**src/rtl/inv_shift_sequencer.sv**
```systemverilog
// Burst scheduler in front of the byte-serial inverse-ShiftRows datapath: buffers up to
// two blocks, issues unbroken 16-byte bursts and frames the returned bytes.
// Defining INV_SEQ_STATS_EN adds the blk_count completed-block counter port.

module inv_shift_sequencer #(
    parameter int DP_LATENCY = 12,
    parameter int GAP_CYCLES = 0
) (
    input  logic        clock,
    input  logic        reset,
    input  logic [7:0]  in_byte,
    input  logic        in_valid,
    output logic        in_ready,
    output logic [7:0]  dp_byte,
    output logic        dp_start,
    input  logic [7:0]  dp_out,
    output logic [7:0]  out_byte,
    output logic        out_valid,
    output logic        out_first,
    output logic        out_last,
    output logic        busy
`ifdef INV_SEQ_STATS_EN
    ,
    output logic [15:0] blk_count
`endif
);

    localparam int         FIFO_DEPTH  = 32;
    localparam logic [5:0] FIFO_FULL   = 6'd32;
    localparam logic [5:0] BLOCK_BYTES = 6'd16;
    localparam logic [3:0] LAST_IDX    = 4'd15;
    localparam logic       GAP_EN      = (GAP_CYCLES > 0);
    localparam logic [3:0] GAP_LAST    = GAP_EN ? 4'(GAP_CYCLES - 1) : 4'd0;

    typedef enum logic [1:0] {
        ST_IDLE  = 2'd0,
        ST_BURST = 2'd1,
        ST_GAP   = 2'd2
    } state_t;

    state_t            state_r;
    state_t            state_next_s;
    logic [3:0]        idx_r;
    logic [3:0]        idx_next_s;
    logic [3:0]        gap_r;
    logic [3:0]        gap_next_s;

    logic [7:0]        fifo_mem_r [FIFO_DEPTH];
    logic [4:0]        wr_ptr_r;
    logic [4:0]        rd_ptr_r;
    logic [5:0]        count_r;
    logic [5:0]        count_next_s;
    logic              push_s;
    logic              pop_s;
    logic              blk_ready_s;
    logic [7:0]        head_s;

    logic [DP_LATENCY:0] mk_valid_r;
    logic [DP_LATENCY:0] mk_first_r;
    logic [DP_LATENCY:0] mk_last_r;
    logic [DP_LATENCY:0] mk_valid_next_s;
    logic [DP_LATENCY:0] mk_first_next_s;
    logic [DP_LATENCY:0] mk_last_next_s;

    logic [7:0]        dp_byte_r;
    logic              dp_start_r;
    logic [7:0]        out_byte_r;
    logic              out_valid_r;
    logic              out_first_r;
    logic              out_last_r;
    logic              busy_r;
    logic              busy_next_s;

    // in_ready is held low during reset and otherwise reflects the pre-edge occupancy
    assign in_ready     = ~reset & (count_r < FIFO_FULL);
    assign push_s       = in_valid & in_ready;
    assign pop_s        = (state_r == ST_BURST);
    assign head_s       = fifo_mem_r[rd_ptr_r];
    assign count_next_s = count_r + {5'd0, push_s} - {5'd0, pop_s};
    assign blk_ready_s  = (count_next_s >= BLOCK_BYTES);

    assign mk_valid_next_s = {mk_valid_r[DP_LATENCY-1:0], pop_s};
    assign mk_first_next_s = {mk_first_r[DP_LATENCY-1:0], pop_s & (idx_r == 4'd0)};
    assign mk_last_next_s  = {mk_last_r[DP_LATENCY-1:0],  pop_s & (idx_r == LAST_IDX)};

    assign busy_next_s = (count_next_s != 6'd0) | (state_next_s != ST_IDLE) |
                         (|mk_valid_next_s) | mk_valid_r[DP_LATENCY];

    // FIFO storage: data array needs no reset, pointers define what is valid
    always_ff @(posedge clock) begin
        if (push_s) begin
            fifo_mem_r[wr_ptr_r] <= in_byte;
        end
    end

    // FIFO pointers and occupancy
    always_ff @(posedge clock or posedge reset) begin
        if (reset) begin
            wr_ptr_r <= 5'd0;
            rd_ptr_r <= 5'd0;
            count_r  <= 6'd0;
        end else begin
            if (push_s) begin
                wr_ptr_r <= wr_ptr_r + 5'd1;
            end
            if (pop_s) begin
                rd_ptr_r <= rd_ptr_r + 5'd1;
            end
            count_r <= count_next_s;
        end
    end

    // Scheduler state, burst byte index and gap counter
    always_ff @(posedge clock or posedge reset) begin
        if (reset) begin
            state_r <= ST_IDLE;
            idx_r   <= 4'd0;
            gap_r   <= 4'd0;
        end else begin
            state_r <= state_next_s;
            idx_r   <= idx_next_s;
            gap_r   <= gap_next_s;
        end
    end

    // Next-state: a burst is only launched once a whole block is buffered
    always_comb begin
        state_next_s = state_r;
        idx_next_s   = idx_r;
        gap_next_s   = gap_r;
        case (state_r)
            ST_IDLE: begin
                if (count_r >= BLOCK_BYTES) begin
                    state_next_s = ST_BURST;
                    idx_next_s   = 4'd0;
                end else begin
                    state_next_s = ST_IDLE;
                end
            end
            ST_BURST: begin
                if (idx_r == LAST_IDX) begin
                    idx_next_s = 4'd0;
                    if (GAP_EN) begin
                        state_next_s = ST_GAP;
                        gap_next_s   = 4'd0;
                    end else if (blk_ready_s) begin
                        state_next_s = ST_BURST;
                    end else begin
                        state_next_s = ST_IDLE;
                    end
                end else begin
                    idx_next_s = idx_r + 4'd1;
                end
            end
            ST_GAP: begin
                if (gap_r == GAP_LAST) begin
                    gap_next_s = 4'd0;
                    idx_next_s = 4'd0;
                    if (blk_ready_s) begin
                        state_next_s = ST_BURST;
                    end else begin
                        state_next_s = ST_IDLE;
                    end
                end else begin
                    gap_next_s = gap_r + 4'd1;
                end
            end
            default: begin
                state_next_s = ST_IDLE;
                idx_next_s   = 4'd0;
                gap_next_s   = 4'd0;
            end
        endcase
    end

    // Datapath feed: head byte on pop cycles, zero otherwise
    always_ff @(posedge clock or posedge reset) begin
        if (reset) begin
            dp_byte_r  <= 8'd0;
            dp_start_r <= 1'b0;
        end else begin
            dp_byte_r  <= pop_s ? head_s : 8'd0;
            dp_start_r <= pop_s & (idx_r == 4'd0);
        end
    end

    // Marker pipeline shadows the datapath latency so framing lines up with out_byte
    always_ff @(posedge clock or posedge reset) begin
        if (reset) begin
            mk_valid_r <= '0;
            mk_first_r <= '0;
            mk_last_r  <= '0;
        end else begin
            mk_valid_r <= mk_valid_next_s;
            mk_first_r <= mk_first_next_s;
            mk_last_r  <= mk_last_next_s;
        end
    end

    // Output framing and activity flag
    always_ff @(posedge clock or posedge reset) begin
        if (reset) begin
            out_byte_r  <= 8'd0;
            out_valid_r <= 1'b0;
            out_first_r <= 1'b0;
            out_last_r  <= 1'b0;
            busy_r      <= 1'b0;
        end else begin
            out_byte_r  <= dp_out;
            out_valid_r <= mk_valid_r[DP_LATENCY];
            out_first_r <= mk_first_r[DP_LATENCY];
            out_last_r  <= mk_last_r[DP_LATENCY];
            busy_r      <= busy_next_s;
        end
    end

`ifdef INV_SEQ_STATS_EN
    logic [15:0] blk_count_r;

    // Completed-block counter steps together with out_last and wraps naturally
    always_ff @(posedge clock or posedge reset) begin
        if (reset) begin
            blk_count_r <= 16'd0;
        end else if (mk_last_r[DP_LATENCY]) begin
            blk_count_r <= blk_count_r + 16'd1;
        end else begin
            blk_count_r <= blk_count_r;
        end
    end

    assign blk_count = blk_count_r;
`endif

    assign dp_byte   = dp_byte_r;
    assign dp_start  = dp_start_r;
    assign out_byte  = out_byte_r;
    assign out_valid = out_valid_r;
    assign out_first = out_first_r;
    assign out_last  = out_last_r;
    assign busy      = busy_r;

endmodule
```
**config.mk**
```make
export PLATFORM = sky130hd
export DESIGN_NAME = inv_shift_sequencer
export DESIGN_NICKNAME = d
export VERILOG_FILES = /design/src/rtl/inv_shift_sequencer.sv
export SDC_FILE = /design/constraint.sdc
export NUM_CORES = 1
export LEC_CHECK = 0
export CAP_MARGIN = 15
export CORE_UTILIZATION = 65
export DETAILED_ROUTE_END_ITERATION = 6
export PLACE_DENSITY = 0.95
export SLEW_MARGIN = 20
export SYNTH_ARGS = -nofsm -noshare
export SYNTH_HDL_FRONTEND = slang
export SYNTH_SLANG_ARGS = --single-unit
```
**constraint.sdc**
```tcl
create_clock -name clock -period 6.6 [get_ports clock]
set_clock_uncertainty 0.05 [all_clocks]
set_input_delay 1.32 -clock clock [delete_from_list [all_inputs] [get_ports clock]]
set_output_delay 1.32 -clock clock [all_outputs]
set_load 0.03 [all_outputs]
```
==> results of run 1 <==
layer usage:
layer  vias to the layer above  GRT usage (%)
met5                         -              0
met2                       523           48.5
li1                       2826              -
met1                      3507           38.2
met3                       122           6.46
met4                         0           15.6
cell families (layout without fill, tap and decap cells):
kind of cell    count (synthesis)  after routing  share of synthesized area, %
compound gates                 77             77                          4.57
xor+xnor                       10             10                         0.671
fa+ha+maj                      17             17                          1.69
buf+inv                        53            124                          2.26
mux                            92             92                          11.4
flops                         341            341                          75.2
simple gates                  107            107                          4.13
cell type report:
| class | instances | area (sq um) |
|---|---|---|
| clock inverters | 12 | 164 |
| fillers | 954 | 4930 |
| clock buffers | 45 | 922 |
| inverters | 23 | 87.6 |
| flip-flops and latches | 341 | 9820 |
| multi-input cells | 303 | 2940 |
| repair buffers | 44 | 394 |
| well taps | 265 | 332 |
cell usage after synthesis, drive strengths merged, types with 5 or more instances:
master	instances	share of area, %
edfxtp	256	59
dfrtp	85	16
mux2i	48	3.7
mux4	44	7.8
nor2	43	1.3
inv	23	0.66
buf	21	1.3
ha	16	1.5
nand2	16	0.46
a211oi	15	1.0
a22oi	10	0.58
nor2b	10	0.48
xnor2	10	0.67
clkbuf	9	0.29
o22ai	9	0.43
a21oi	8	0.31
a2111oi	7	0.56
a22o	6	0.40
nand3	6	0.23
o21ai	6	0.23
nor4	5	0.24
o221ai	5	0.34
final timing paths:
| path | start | to | slack (ns) | depth (start not counted) |
|---|---|---|---|---|
| worst max-delay path | reset | busy$_DFF_PP0_ | 2.37 | 14 |
| min in group asynchronous | reset | idx_r[3]$_DFFE_PP0P_ | 1.32 | 3 |
| worst min-delay path | mk_last_r[11]$_DFF_PP0_ | mk_last_r[12]$_DFF_PP0_ | 0.30 | 0 |
| worst min register to register | mk_last_r[11]$_DFF_PP0_ | mk_last_r[12]$_DFF_PP0_ | 0.30 | 0 |
| max in group asynchronous | reset | rd_ptr_r[0]$_DFFE_PP0P_ | 4.64 | 3 |
| worst max register to register | state_r[1]$_DFF_PP0_ | busy$_DFF_PP0_ | 2.49 | 12 |
flip-flops by register name (all words and copies together), names as in the netlist:
register,count
mk_last_r,13
out_first,1
state_r,2
out_byte,8
gap_r,4
busy,1
wr_ptr_r,5
mk_first_r,13
out_valid,1
dp_byte,8
mk_valid_r,13
fifo_mem_r,256
count_r,6
rd_ptr_r,5
out_last,1
idx_r,4
worst reg2reg max path, cell delays in order (launching register included):
cell	delay (ns)
dfrtp_1	0.55
nand2b_1	0.72
inv_1	0.42
ha_1	0.39
inv_1	0.06
ha_1	0.18
inv_1	0.07
fa_1	0.43
xnor2_1	0.19
nor4_1	0.19
and3_1	0.22
nand4_1	0.11
or3b_1	0.41
power groups by stage:
stage               Combinational, mW  Sequential (mW)  Clock, mW
floorplan                        1.20             2.66          0
global placement                 1.47             2.71          0
detailed placement               1.57             2.73          0
CTS                              1.66             2.70       1.88
global route                     1.76             2.72       1.96
finish                           1.68             2.71       1.87
stage by stage:
step	power (mW)	util, %
global route	6.44	74.8
CTS	6.24	75.0
global placement	4.19	69.5
finish	6.26	74.8
floorplan	3.87	-
detailed placement	4.31	69.5
==> results.yml, run 1 <==
outcome:
  status: "finished clean"
routing:
  wl_met3_mm: 2.99
  vias: 6978
  top_layer_used: "met4"
  finalWirelength_mm: 29.1
  viasPerCell: 6.76
  wl_met2_mm: 14.5
  wl_met1_mm: 10.1
  drc: 0
  dr.first_iter.drc_count: 1005
  drtAntennaViolNets: 0
  dr.pass1.iters: 5
  wl_per_cell_um: 28.2
timing:
  worst_slack_ns: 2.37
  fin_crit_ns: 4.23
  fmax_ghz: 0.236
  relSlewSlack_pct: 27.9
  hold_violations: 0
  post-route-period-util_pct: 64.1
  fin_setup_tns_ns: 0
  final_max_slew_viol_count: 0
  rsz0062_at_grt: "false"
  hold-worst-slack_ns: 0.299
  final-setup-viol-count: 0
  tightest_slew_ns: 1.08
yosys:
  syn_inst: 697
  synth-seq-area-share_pct: 75.2
  synth.distinct_cells: 53
  syn_area_sq_mm: 0.0130
  async_flop_share_pct: 24.9
  synth_warnings: 0
  syn_area_per_cell_sq_um: 18.7
  synth_edf_count: 256
  ys_ff_latch: 341
  synth_nets: 733
  synthFlopType: "edfxtp_1"
power_and_ir_drop:
  p_int_mw: 4.32
  vdd_drop_max_uv: 226
  comb_power_share_pct: 26.9
  p_sw_share_pct: 31.1
  powerDensity_mw_per_mm2: 427
  p_switching_mw: 1.95
  clkPwrFrac_pct: 29.9
  power_frac_seq_pct: 43.2
  leakage_nw: 5.17
setup_path:
  worst_ep_arrival_time_ns: 4.61
  critical_path_class: "primary input to register"
  crit_path_end_kind: "register"
  start_kind: "primary input"
  crit_chain: "clkdlybuf4s50_1 -> nor2_1 -> and2_1 -> inv_1 -> ha_1 -> inv_1 -> ha_1 -> inv_1 -> fa_1 -> xnor2_1 -> nor4_1 -> and3_1 -> nand4_1 -> or3b_1"
  cp.required_ns: 6.98
  cp_common_cell: "inv_1"
  path_delay_family: "simple AND/OR/NAND/NOR gates"
  crit_buf_inv: 4
  cpPeakStageDelay_ns: 0.47
  cpMaxStageDelayCell: "clkdlybuf4s50_1"
  critical_path.max_fanout: 10
clocking:
  cts_resized: 0
  path_clk_slew_ns: 0.06
  cts_hold_buf: 0
  numCtsBuffers: 31
  cts.sinks: 341
  h-tree-depth: 1
  clk_latency_ns: 0.56
  cts_buffer_depth: 3
  cts_tree: "done"
  post_cts_buffers: 0
  root_buffer: "clkbuf_16"
layout:
  layout_commonest_cell: "edfxtp_1"
  finalInstanceArea_sq_mm: 0.0147
  n_antenna_cell: 0
  layout.cells.non_filler: 1033
  synthToLayoutAreaGrowth_pct: 12.3
  drive_above_1_share_pct: 15.0
  layout_common_cells: "edfxtp_1, dfrtp_1, mux2i_1"
  fin_nets: 780
placed_design:
  dp_cells: 976
  post-dp-hpwl_mm: 16.0
  port_buffers: 40
  place.gp.congestion: 0.831
  placed_area_sq_mm: 0.0136
  post-place-ws_ns: 1.97
job:
  timing.max_cap.violations: 0
global_route:
  grt_pass1_vias: 7180
  overflow: 0
  antenna_found_initial: 0
  grt_use_total_pct: 29.8
  grt_pass1_wl_mm: 43.3
  grt_max_degree: 86
floorplanning:
  die_h_um: 144
  dieArea_sq_mm: 0.0206
  coreArea_sq_mm: 0.0196
  core.rowCount: 51
  die_w_um: 144
  ios: 41
  initial_utilization_pct: 66.6
hold_path:
  hold_path.class: "register to register"
(Power assumes the default switching activity.)
==> run 2: changes to the inputs <==
--- a/config.mk
+++ b/config.mk
@@ -6,9 +6,9 @@
 export NUM_CORES = 1
 export LEC_CHECK = 0
 export CAP_MARGIN = 15
-export CORE_UTILIZATION = 65
+export CORE_UTILIZATION = 61
 export DETAILED_ROUTE_END_ITERATION = 6
-export PLACE_DENSITY = 0.95
+export PLACE_DENSITY = 0.91
 export SLEW_MARGIN = 20
 export SYNTH_ARGS = -nofsm -noshare
 export SYNTH_HDL_FRONTEND = slang
==> constraint.sdc (replaced) <==
create_clock -name clock -period 4 [get_ports clock]
set_clock_uncertainty 0.05 [all_clocks]
set_input_delay 0.8 -clock clock [delete_from_list [all_inputs] [get_ports clock]]
set_output_delay 0.8 -clock clock [all_outputs]
set_load 0.03 [all_outputs]
==> run 2 against run 1 <==
Global-route usage decreased by 2.4 points. Combinational power increased by 58%. Flip-flop and latch count unchanged. First-iteration DRC count decreased by 13%. Power increased by 65%. Register-to-register slack got worse by 1.8 ns. Largest power group unchanged. Largest cell class unchanged. Worst hold slack improved by 0.0030 ns. Sequential share of layout area decreased by 0.35 points. Clock power increased by 69%. Wire length decreased by 0.88%.
==> results.yml, run 2 (synthesized netlist as in run 1, its figures left out) <==
clocking:
  cts_hold_buf: 0
  post_cts_buffers: 0
  root_buffer: "clkbuf_16"
  clk_latency_ns: 0.51
  h-tree-depth: 2
  cts_buffer_depth: 3
  cts_resized: 0
  numCtsBuffers: 34
  cts_tree: "done"
  path_clk_slew_ns: 0.06
  cts.sinks: 341
floorplanning:
  die_w_um: 148
  ios: 41
  coreArea_sq_mm: 0.0210
  core.rowCount: 53
  initial_utilization_pct: 62.1
  dieArea_sq_mm: 0.0220
  die_h_um: 148
global_route:
  overflow: 0
  grt_max_degree: 86
  antenna_found_initial: 0
  grt_pass1_wl_mm: 43.3
  grt_use_total_pct: 27.4
  grt_pass1_vias: 7225
routing:
  vias: 6955
  wl_per_cell_um: 27.5
  drtAntennaViolNets: 0
  dr.first_iter.drc_count: 873
  dr.pass1.iters: 5
  finalWirelength_mm: 28.8
  drc: 0
  viasPerCell: 6.62
timing:
  fin_crit_ns: 3.36
  relSlewSlack_pct: 29.2
  final_max_slew_viol_count: 0
  fin_setup_tns_ns: 0
  tightest_slew_ns: 1.06
  hold_violations: 0
  worst_slack_ns: 0.639
  final-setup-viol-count: 0
  rsz0062_at_grt: "false"
  post-route-period-util_pct: 84.0
  fmax_ghz: 0.298
setup_path:
  critical_path_class: "primary input to register"
  reg2reg_slack_ns: 0.66
  critical_path.max_fanout: 2
  worst_ep_arrival_time_ns: 3.70
  cp.required_ns: 4.34
  reg2regPathDepth: 12
  r2r-start: "state_r[1]$_DFF_PP0_"
  start_kind: "primary input"
  crit_path_end_kind: "register"
  timing.rr.end: "busy$_DFF_PP0_"
  startpoint: "reset"
  crit_end: "busy$_DFF_PP0_"
power_and_ir_drop:
  powerDensity_mw_per_mm2: 702
  vdd_drop_max_uv: 346
  leakage_nw: 5.21
  p_total_mw: 10.3
layout:
  layout_commonest_cell: "edfxtp_1"
  drive_above_1_share_pct: 15.2
  n_antenna_cell: 0
  fin_nets: 787
  largest_reg_flops: 256
  synthToLayoutAreaGrowth_pct: 12.9
  top_register: "fifo_mem_r"
  final_core_util_pct: 70.1
  layout_common_cells: "edfxtp_1, dfrtp_1, mux2i_1"
  layout.cells.non_filler: 1050
outcome:
  status: "finished clean"
placed_design:
  place.gp.congestion: 0.842
  port_buffers: 40
  post-dp-hpwl_mm: 16.4
  post-place-ws_ns: 0.213
  dp_cells: 990
hold_path:
  hold_path.class: "register to register"
  hold_path_startpoint: "mk_first_r[3]$_DFF_PP0_"
job:
  timing.max_cap.violations: 0
[run 2: how the worst min path moves through the flow]
| stage | endpoint | slack, ns | cells past startpoint |
|---|---|---|---|
| 2_1_floorplan | mk_first_r[10]$_DFF_PP0_ | 0.28 | 0 |
| 3_3_place_gp | mk_last_r[1]$_DFF_PP0_ | 0.29 | 0 |
| 3_5_place_dp | mk_first_r[6]$_DFF_PP0_ | 0.29 | 0 |
| 4_1_cts | mk_first_r[10]$_DFF_PP0_ | 0.31 | 0 |
| 5_1_grt | mk_first_r[11]$_DFF_PP0_ | 0.31 | 0 |
| 6_report | mk_first_r[4]$_DFF_PP0_ | 0.30 | 0 |
[run 2: metal layers]
layer,wire [um],track usage (%),up-vias
met3,2820,4.91,125
met1,10100,35.1,3482
met5,0,0,-
li1,-,-,2838
met2,14500,46.1,510
met4,1400,12.6,0
[run 2: report_power, final]
| group | internal (mW) | switching (mW) |
|---|---|---|
| logic | 1.17 | 1.48 |
| clock network | 1.85 | 1.31 |
| registers | 4.10 | 0.422 |
[run 2: worst max-delay path, cell delays in order]
cell and delay (ns):
clkdlybuf4s50_1 0.44, nor2_1 0.14, and2_1 0.17, inv_1 0.06, ha_1 0.29, inv_1 0.06, ha_1 0.16, inv_1 0.06
fa_1 0.48, inv_1 0.05, nor4_1 0.27, and3_1 0.21, nand4_1 0.12, or3b_1 0.39
[run 2: final cells by class]
class,instances,area (sq um)
flip-flops and latches,341,9820
fillers,1162,6290
multi-input cells,303,2940
clock buffers,46,977
repair buffers,48,433
well taps,275,344
clock inverters,14,135
inverters,23,87.6
[run 2: stage by stage]
step	hold slack, ns	area, sq um
after floorplan	0.281	13000
after CTS	0.307	14800
final	0.302	14700
after detailed placement	0.286	13700
after global routing	0.309	14700
after global placement	0.286	13700
